<file path="src/rtl/morra_cinese_param.sv">
// Rock-paper-scissors ("morra cinese") referee: scores one round per clock edge while a game is
// running. Defining MORRA_PUNTEGGIO_EN adds per-player win counters (vinte_primo, vinte_secondo).
module morra_cinese_param #(
  parameter int MANCHE_BASE   = 4,
  parameter int MANCHE_MIN    = 4,
  parameter int VANTAGGIO_VIT = 2,
  parameter int CNT_W         = 5
) (
  input  logic             clk,
  input  logic             rst,
  input  logic [1:0]       primo,
  input  logic [1:0]       secondo,
  input  logic             inizia,
  output logic [1:0]       manche,
  output logic [1:0]       partita,
  output logic [CNT_W-1:0] manche_giocate
`ifdef MORRA_PUNTEGGIO_EN
  ,
  output logic [CNT_W-1:0] vinte_primo,
  output logic [CNT_W-1:0] vinte_secondo
`endif
);

  typedef enum logic [1:0] {IDLE = 2'b00, GIOCO = 2'b01, FINE = 2'b10} state_t;

  localparam logic [1:0] NESSUNO = 2'b00;
  localparam logic [1:0] P1      = 2'b01;
  localparam logic [1:0] P2      = 2'b10;
  localparam logic [1:0] PARI    = 2'b11;

  localparam logic signed [CNT_W:0] ADV_ONE = (CNT_W+1)'(1);
  localparam logic signed [CNT_W:0] VANT_P  = (CNT_W+1)'(VANTAGGIO_VIT);
  localparam logic signed [CNT_W:0] VANT_N  = -VANT_P;
  localparam logic [CNT_W-1:0]      MIN_C   = CNT_W'(MANCHE_MIN);
  localparam logic [CNT_W-1:0]      BASE_C  = CNT_W'(MANCHE_BASE);
  localparam logic [CNT_W-1:0]      CNT_ONE = CNT_W'(1);

  state_t                  state_reg, state_next;
  logic [1:0]              manche_reg, manche_next;
  logic [1:0]              partita_reg, partita_next;
  logic [CNT_W-1:0]        cnt_reg, cnt_next;
  logic [CNT_W-1:0]        max_reg, max_next;
  logic signed [CNT_W:0]   adv_reg, adv_next;
  // Move block: which player (P1/P2, NESSUNO = none) may not reuse which winning move.
  logic [1:0]              blk_pl_reg, blk_pl_next;
  logic [1:0]              blk_mv_reg, blk_mv_next;
`ifdef MORRA_PUNTEGGIO_EN
  logic [CNT_W-1:0]        vp_reg, vp_next;
  logic [CNT_W-1:0]        vs_reg, vs_next;
`endif

  logic win1, draw, valid;

  always_comb begin
    win1  = (primo == 2'b01 && secondo == 2'b11) ||
            (primo == 2'b10 && secondo == 2'b01) ||
            (primo == 2'b11 && secondo == 2'b10);
    draw  = (primo == secondo);
    valid = (primo != 2'b00) && (secondo != 2'b00) &&
            !(blk_pl_reg == P1 && primo   == blk_mv_reg) &&
            !(blk_pl_reg == P2 && secondo == blk_mv_reg);
  end

  // State and datapath registers
  always_ff @(posedge clk or posedge rst) begin
    if (rst) begin
      state_reg   <= IDLE;
      manche_reg  <= NESSUNO;
      partita_reg <= NESSUNO;
      cnt_reg     <= '0;
      max_reg     <= '0;
      adv_reg     <= '0;
      blk_pl_reg  <= NESSUNO;
      blk_mv_reg  <= 2'b00;
`ifdef MORRA_PUNTEGGIO_EN
      vp_reg      <= '0;
      vs_reg      <= '0;
`endif
    end else begin
      state_reg   <= state_next;
      manche_reg  <= manche_next;
      partita_reg <= partita_next;
      cnt_reg     <= cnt_next;
      max_reg     <= max_next;
      adv_reg     <= adv_next;
      blk_pl_reg  <= blk_pl_next;
      blk_mv_reg  <= blk_mv_next;
`ifdef MORRA_PUNTEGGIO_EN
      vp_reg      <= vp_next;
      vs_reg      <= vs_next;
`endif
    end
  end

  // Next-state logic; termination tests the just-updated count and advantage
  always_comb begin
    state_next   = state_reg;
    manche_next  = NESSUNO;
    partita_next = partita_reg;
    cnt_next     = cnt_reg;
    max_next     = max_reg;
    adv_next     = adv_reg;
    blk_pl_next  = blk_pl_reg;
    blk_mv_next  = blk_mv_reg;
`ifdef MORRA_PUNTEGGIO_EN
    vp_next      = vp_reg;
    vs_next      = vs_reg;
`endif
    if (inizia) begin
      state_next   = GIOCO;
      partita_next = NESSUNO;
      cnt_next     = '0;
      max_next     = BASE_C + CNT_W'({primo, secondo});
      adv_next     = '0;
      blk_pl_next  = NESSUNO;
      blk_mv_next  = 2'b00;
`ifdef MORRA_PUNTEGGIO_EN
      vp_next      = '0;
      vs_next      = '0;
`endif
    end else if (state_reg == GIOCO && valid) begin
      cnt_next = cnt_reg + CNT_ONE;
      if (draw) begin
        manche_next = PARI;
        blk_pl_next = NESSUNO;
        blk_mv_next = 2'b00;
      end else if (win1) begin
        manche_next = P1;
        adv_next    = adv_reg + ADV_ONE;
        blk_pl_next = P1;
        blk_mv_next = primo;
`ifdef MORRA_PUNTEGGIO_EN
        vp_next     = vp_reg + CNT_ONE;
`endif
      end else begin
        manche_next = P2;
        adv_next    = adv_reg - ADV_ONE;
        blk_pl_next = P2;
        blk_mv_next = secondo;
`ifdef MORRA_PUNTEGGIO_EN
        vs_next     = vs_reg + CNT_ONE;
`endif
      end
      if (cnt_next >= MIN_C && (adv_next >= VANT_P || adv_next <= VANT_N)) begin
        partita_next = (adv_next > 0) ? P1 : P2;
        state_next   = FINE;
      end else if (cnt_next == max_reg) begin
        partita_next = (adv_next > 0) ? P1 : (adv_next < 0) ? P2 : PARI;
        state_next   = FINE;
      end
    end
  end

  // Outputs come straight from registers
  always_comb begin
    manche         = manche_reg;
    partita        = partita_reg;
    manche_giocate = cnt_reg;
`ifdef MORRA_PUNTEGGIO_EN
    vinte_primo    = vp_reg;
    vinte_secondo  = vs_reg;
`endif
  end

endmodule

</file>
<file path="config.mk">
export PLATFORM = sky130hd
export DESIGN_NAME = morra_cinese_param
export DESIGN_NICKNAME = d
export VERILOG_FILES = /design/src/rtl/morra_cinese_param.sv
export SDC_FILE = /design/constraint.sdc
export NUM_CORES = 1
export LEC_CHECK = 0
export CORE_MARGIN = 2
export CORE_UTILIZATION = 40
export CTS_BUF_LIST = sky130_fd_sc_hd__clkbuf_4
export DETAILED_ROUTE_END_ITERATION = 16
export MAX_ROUTING_LAYER = met4
export SYNTH_ARGS = -nofsm -noshare
export SYNTH_HDL_FRONTEND = slang
export SYNTH_SLANG_ARGS = --single-unit
</file>
<file path="constraint.sdc">
create_clock -name clk -period 2.32 [get_ports clk]
set_clock_uncertainty 0.05 [all_clocks]
set_input_delay 0.464 -clock clk [delete_from_list [all_inputs] [get_ports clk]]
set_output_delay 0.464 -clock clk [all_outputs]
set_load 0.02 [all_outputs]
</file>
== Word-level counts from Yosys, hierarchy flattened ==
Index checks and enable logic that the tools add are counted.
Cells by class
  add/sub/neg operators: 4
  magnitude comparators: 5
  equality and inequality tests: 13
  muxes and demuxes: 30
  reductions and logical operators: 20
Operators by type and width (count)
  $mux W2: 21
  $mux W6: 6
  $eq A2 B2 Y1 const B: 5
  $logic_and A1 B1 Y1: 10
  $mux W5: 2
  $eq A2 B1 Y1 const B: 4
  $add A6 B2 Y6 const B: 1
  $eq A2 B2 Y1: 3
  $ge A6 B3 Y1 const B: 1
  $gt A6 B1 Y1 const B: 1
  $le A6 B2 Y1 const B: 1
  $lt A6 B1 Y1 const B: 1
  $reduce_bool A2 Y1: 3
  $sub A6 B2 Y6 const B: 1
  $add A3 B4 Y5 const A: 1
  $add A5 B1 Y5 const B: 1
  $eq A5 B5 Y1: 1
  $ge A5 B3 Y1 const B: 1
  $logic_or A1 B1 Y1: 3
  $reduce_bool A3 Y1: 1
  $logic_not A1 Y1: 2
  $reduce_and A2 Y1: 1
  $mux W1: 1
Word-level totals
  bits in registers: 26
  input port bits: 7
  logic and storage cells: 80

== Logic depth before layout (Yosys ltp) ==
  depth in word-level cells: 15
  depth in mapped cells: 13
  gate-level depth less buffers: 13

== Worst setup path before layout ==
Ideal clock, no wire load.
  path kind: input -> register
  from: in primo[0]
  to: reg partita_reg[1] (netlist: partita[1])
  setup time: 126 ps
  arrival time: 2875 ps
  required time: 2144 ps
  slack: -731 ps
  stages: 13
  cells stage by stage: inv_1 > ha_1 > mux2i_1 > mux2i_2 > inv_1 > ha_1 > a21o_1 > a21oi_1 > a21oi_1 > nor3_1 > xnor2_2 > mux2i_2 > a221o_1
On the way
  word-level cells in the longest chain between the ends: 14
  elaborated cells on any way between the ends: 35
  those cells by class: order compare (3); eq/ne (5); mux (10); reduce/logical (17)
RTL lines
  from (decl): line 11  | input logic [1:0] primo,
  $eq A2 B1 Y1 / $eq A2 B2 Y1 (equally long branches): line 55, 56
  $logic_and A1 B1 Y1, on equally long branches: line 55, 56
  $logic_or A1 B1 Y1: line 55  | win1 = (primo == 2'b01 && secondo == 2'b11) ||
  $logic_or A1 B1 Y1: line 56  | (primo == 2'b10 && secondo == 2'b01) ||
  $mux W6: line 127  | end else if (win1) begin
  $mux W6: line 123  | if (draw) begin
  $mux W6: line 121  | end else if (state_reg == GIOCO && valid) begin
  $mux W6: line 109  | if (inizia) begin
  $gt A6 B1 Y1 (tied with other cells): line 145, 148
  $mux W2 / $logic_or A1 B1 Y1 (equally long branches): line 148, 144
  $mux W2 / $logic_and A1 B1 Y1 (equally long branches): line 147, 144
  $mux W2: line 144  | if (cnt_next >= MIN_C && (adv_next >= VANT_P || adv_next <= VANT_N)) begin
  $mux W2: line 121
  $mux W2: line 109
  to (signal assigned): line 82  | partita_reg <= partita_next;
  to (decl): line 40  | logic [1:0] partita_reg, partita_next;
Parallel ways exist; a longest one is shown, timed or not. The select of a mux whose other input is x is not followed.
A chain may end at the register's enable or synchronous reset.

== Worst setup path in the final report ==
  from: in primo[1]
  to: reg partita_reg[1] (netlist: partita[1])
The elaborated chain is that of the path after synthesis.

==> results_dict.tcl <==
set metrics [dict create \
    status "complete, but fails checks" \
    violations "negative setup slack" \
    nets 244 \
    dieArea_mm2 0.00485 \
    cpMostUsedCell "mux2i_2" \
    r2r_start "adv_reg[1]" \
    power_density_mw_per_mm2 1110 \
    setup.worst_path.class "in -> reg" \
    p_leak_nw 1.07 \
    syn_nets 193 \
    intPower_mw 1.57 \
    syn_avg_cell_area_um2 9.85 \
    synthTopCellsByArea "dfrtp_1 38%, ha_1 7.3%, xnor2_1 6.1%" \
    finalPower_mw 2.62 \
    clock_power_share_pct 7.9 \
    hold_path_class "in -> reg" \
    slowest_stage "ha_2" \
    seq_power_share_pct 26.1 \
    ys_ff_latch 26 \
    hpwl_um 3030 \
    post-route-util_pct 57.7 \
    cts_max_level 1 \
    tightestPinTransition_ns 0.338 \
    yosysWarnings 0 \
    synthFlopType "dfrtp_1" \
    largest_register_ffs 6 \
    gp_congestion 0.934 \
    setup-tns-final_ns -1.46 \
    setup_ws_ns -0.383 \
    n_fill_cell 354 \
    clk_latency_ns 0.33 \
    p_sw_share_pct 40.3 \
    ir_drop_mv 0.539 \
    cp_data_required_time_ns 2.50 \
    period_share_pct 117 \
    synth_area_leader_cell "dfrtp_1" \
    max-slew-margin-rel_pct 77.5 \
    wl_um 4150 \
    switchingPower_mw 1.06 \
    syn2layout_area_growth_pct 37.0 \
    syn_inst 175 \
    grt_max_degree 28 \
    gr-total-overflow 0 \
    drc 0 \
    yosysSeqAreaShare_pct 37.8 \
    async_flop_share_pct 100 \
    die_x_um 69.6 \
    path_max_fanout 5 \
    cts-root-buf "clkbuf_4" \
    vias_per_cell 5.28 \
    synth_most_common_cell "dfrtp_1" \
    clk_pin_slew_worst_paths_ns 0.16 \
    cts_inserted_buffers 3 \
    fmax_ghz 0.370 \
    rsz0062_at_grt "true" \
    pwr-share-comb_pct 66.0 \
    clock_sinks 26 \
    end_kind "flip-flop" \
    cp_slowest_stage_delay_ns 0.41 \
    synth_cell_types 46 \
    start_util_pct 42.2 \
    wl_per_cell_um 15.1 \
    diodes 0 \
    setup-violations-final 5 \
    grt_pass1_wl_um 6880 \
    min-delay-start "primo[0]" \
    vias 1452 \
    coreArea_mm2 0.00409 \
    critPathLaunch "primo[1]" \
    firstDrtPassIters 4 \
    path_buf_inv 4 \
    synth_top_area_share_pct 37.8 \
    maxCapViolations 0 \
    period_needed_ns 2.70 \
    worstPathCellList "buf_8 > inv_4 > ha_4 > mux2i_2 > mux2i_2 > inv_2 > ha_2 > xor2_2 > buf_4 > nor4bb_2 > a31oi_1 > a21bo_2 > a21boi_1 > a221o_1" \
    cts_buffer_depth 2 \
    fp.dieH_um 69.6 \
    slew_viol_final 0 \
    antenna_found_initial 0 \
    row_count 23 \
    drtAntennaViolNets 0 \
    track_usage_pct 17.9 \
    grt_pass1_vias 1485 \
    cp-start-kind "input pin" \
    drive_gt1_share_pct 36.4 \
    drt_iter0_drc 59 \
    portBuffers 15 \
    cts_tree "built" \
    crit_family "compound AO/OA/AOI/OAI gates" \
    synthesis.area_mm2 0.00172 \
    io-pin-count 16 \
    hold_viol_final 0 \
    synth_edf_count 0 \
    critPathArrivalTime_ns 2.89 \
    yosys-top-cells-count "26 x dfrtp_1, 24 x nor2_1, 12 x xnor2_1" \
]
## layer usage
layer | vias to the layer above | GRT usage [%] | wire length [um]
li1 | 711 | - | -
met1 | 709 | 22.0 | 1900
met2 | 26 | 30.9 | 2110
met3 | 6 | 2.33 | 84
met4 | 0 | 4.91 | 55
met5 | - | - | 0
## worst reg2reg max path: cells and delay by family (launching register included)
family                     cells  cell delay, ns
xor gates and xnor gates       1            0.17
AOI/OAI and AO/OA              4            0.79
and+or+nand+nor                1            0.28
buffers and inverters          1            0.14
adders and majority gates      1            0.42
DFF                            1            0.48
## power groups by stage
stage	registers, mW	clock network [mW]	logic (mW)
final	0.685	0.207	1.73
after global routing	0.704	0.233	1.88
after CTS	0.677	0.210	1.50
after detailed placement	0.690	0	1.36
after global placement	0.684	0	1.33
after floorplan	0.725	0	0.859
## layout make-up
| class | instances | area [um^2] | share of cell area, % |
|---|---|---|---|
| inverters | 9 | 38.8 | 1.64 |
| clock inverters | 1 | 3.75 | 0.159 |
| repair buffers | 53 | 447 | 18.9 |
| multi-input cells | 133 | 1130 | 48.1 |
| flip-flops and latches | 26 | 651 | 27.6 |
| well taps | 50 | 62.6 | 2.65 |
| clock buffers | 3 | 22.5 | 0.954 |
## per-stage QoR
stage	setup WS [ns]	std cells	instance area (um^2)	hold WS, ns
detailed placement	-1.27	262	2140	0.475
CTS	-0.453	273	2270	0.409
floorplan	-0.581	175	1780	0.422
finish	-0.383	275	2360	0.412
global placement	-1.23	262	2140	0.458
global route	-0.522	275	2360	0.407
## cell families (layout without fill, tap and decap cells)
kind of cell,after synthesis,in the layout,synth area share (%)
and+or+nand+nor,57,57,16.4
AOI/OAI and AO/OA,30,30,12.0
DFF,26,26,37.8
xor gates and xnor gates,20,20,10.6
buffers and inverters,16,66,5.37
muxes,15,15,9.44
adders and majority gates,11,11,8.42
## what timing repair did
item                                    4_1_cts  5_1_grt
resized for setup                            28       13
hold buffers                                  0        0
setup buffers                                 7        2
pin swaps                                    10       15
endpoints found under the setup margin       21        5
## path summary, 6_finish.rpt
| kind | slack (ns) | cells after the start | end |
|---|---|---|---|
| min reg2reg | 0.50 | 1 | max_reg[0] |
| min | 0.41 | 3 | max_reg[2] |
| max in group asynchronous | 1.54 | 3 | max_reg[2] |
| min in group asynchronous | 0.42 | 3 | partita[0] |
| max reg2reg | -0.11 | 8 | partita[1] |
| max | -0.38 | 14 | partita[1] |
## placed cells by master, fill, tap and decap left out, types with 2 or more instances in the layout
master	count
nor3_1	3
a21oi_1	8
mux2_2	4
nor2_1	24
mux2i_1	8
buf_6	2
nand4_1	2
clkbuf_4	3
nand2_1	6
xnor2_1	9
ha_1	5
nor4_1	2
dfrtp_1	26
clkdlybuf4s50_1	11
inv_1	6
nand3_1	5
a221o_1	2
o21ai_0	2
buf_4	36
xnor2_2	4
mux2i_2	3
inv_4	2
xor2_1	6
buf_8	2
a21o_1	2
a21oi_2	3
or3_1	2
ha_4	4
(Power assumes the default switching activity.)
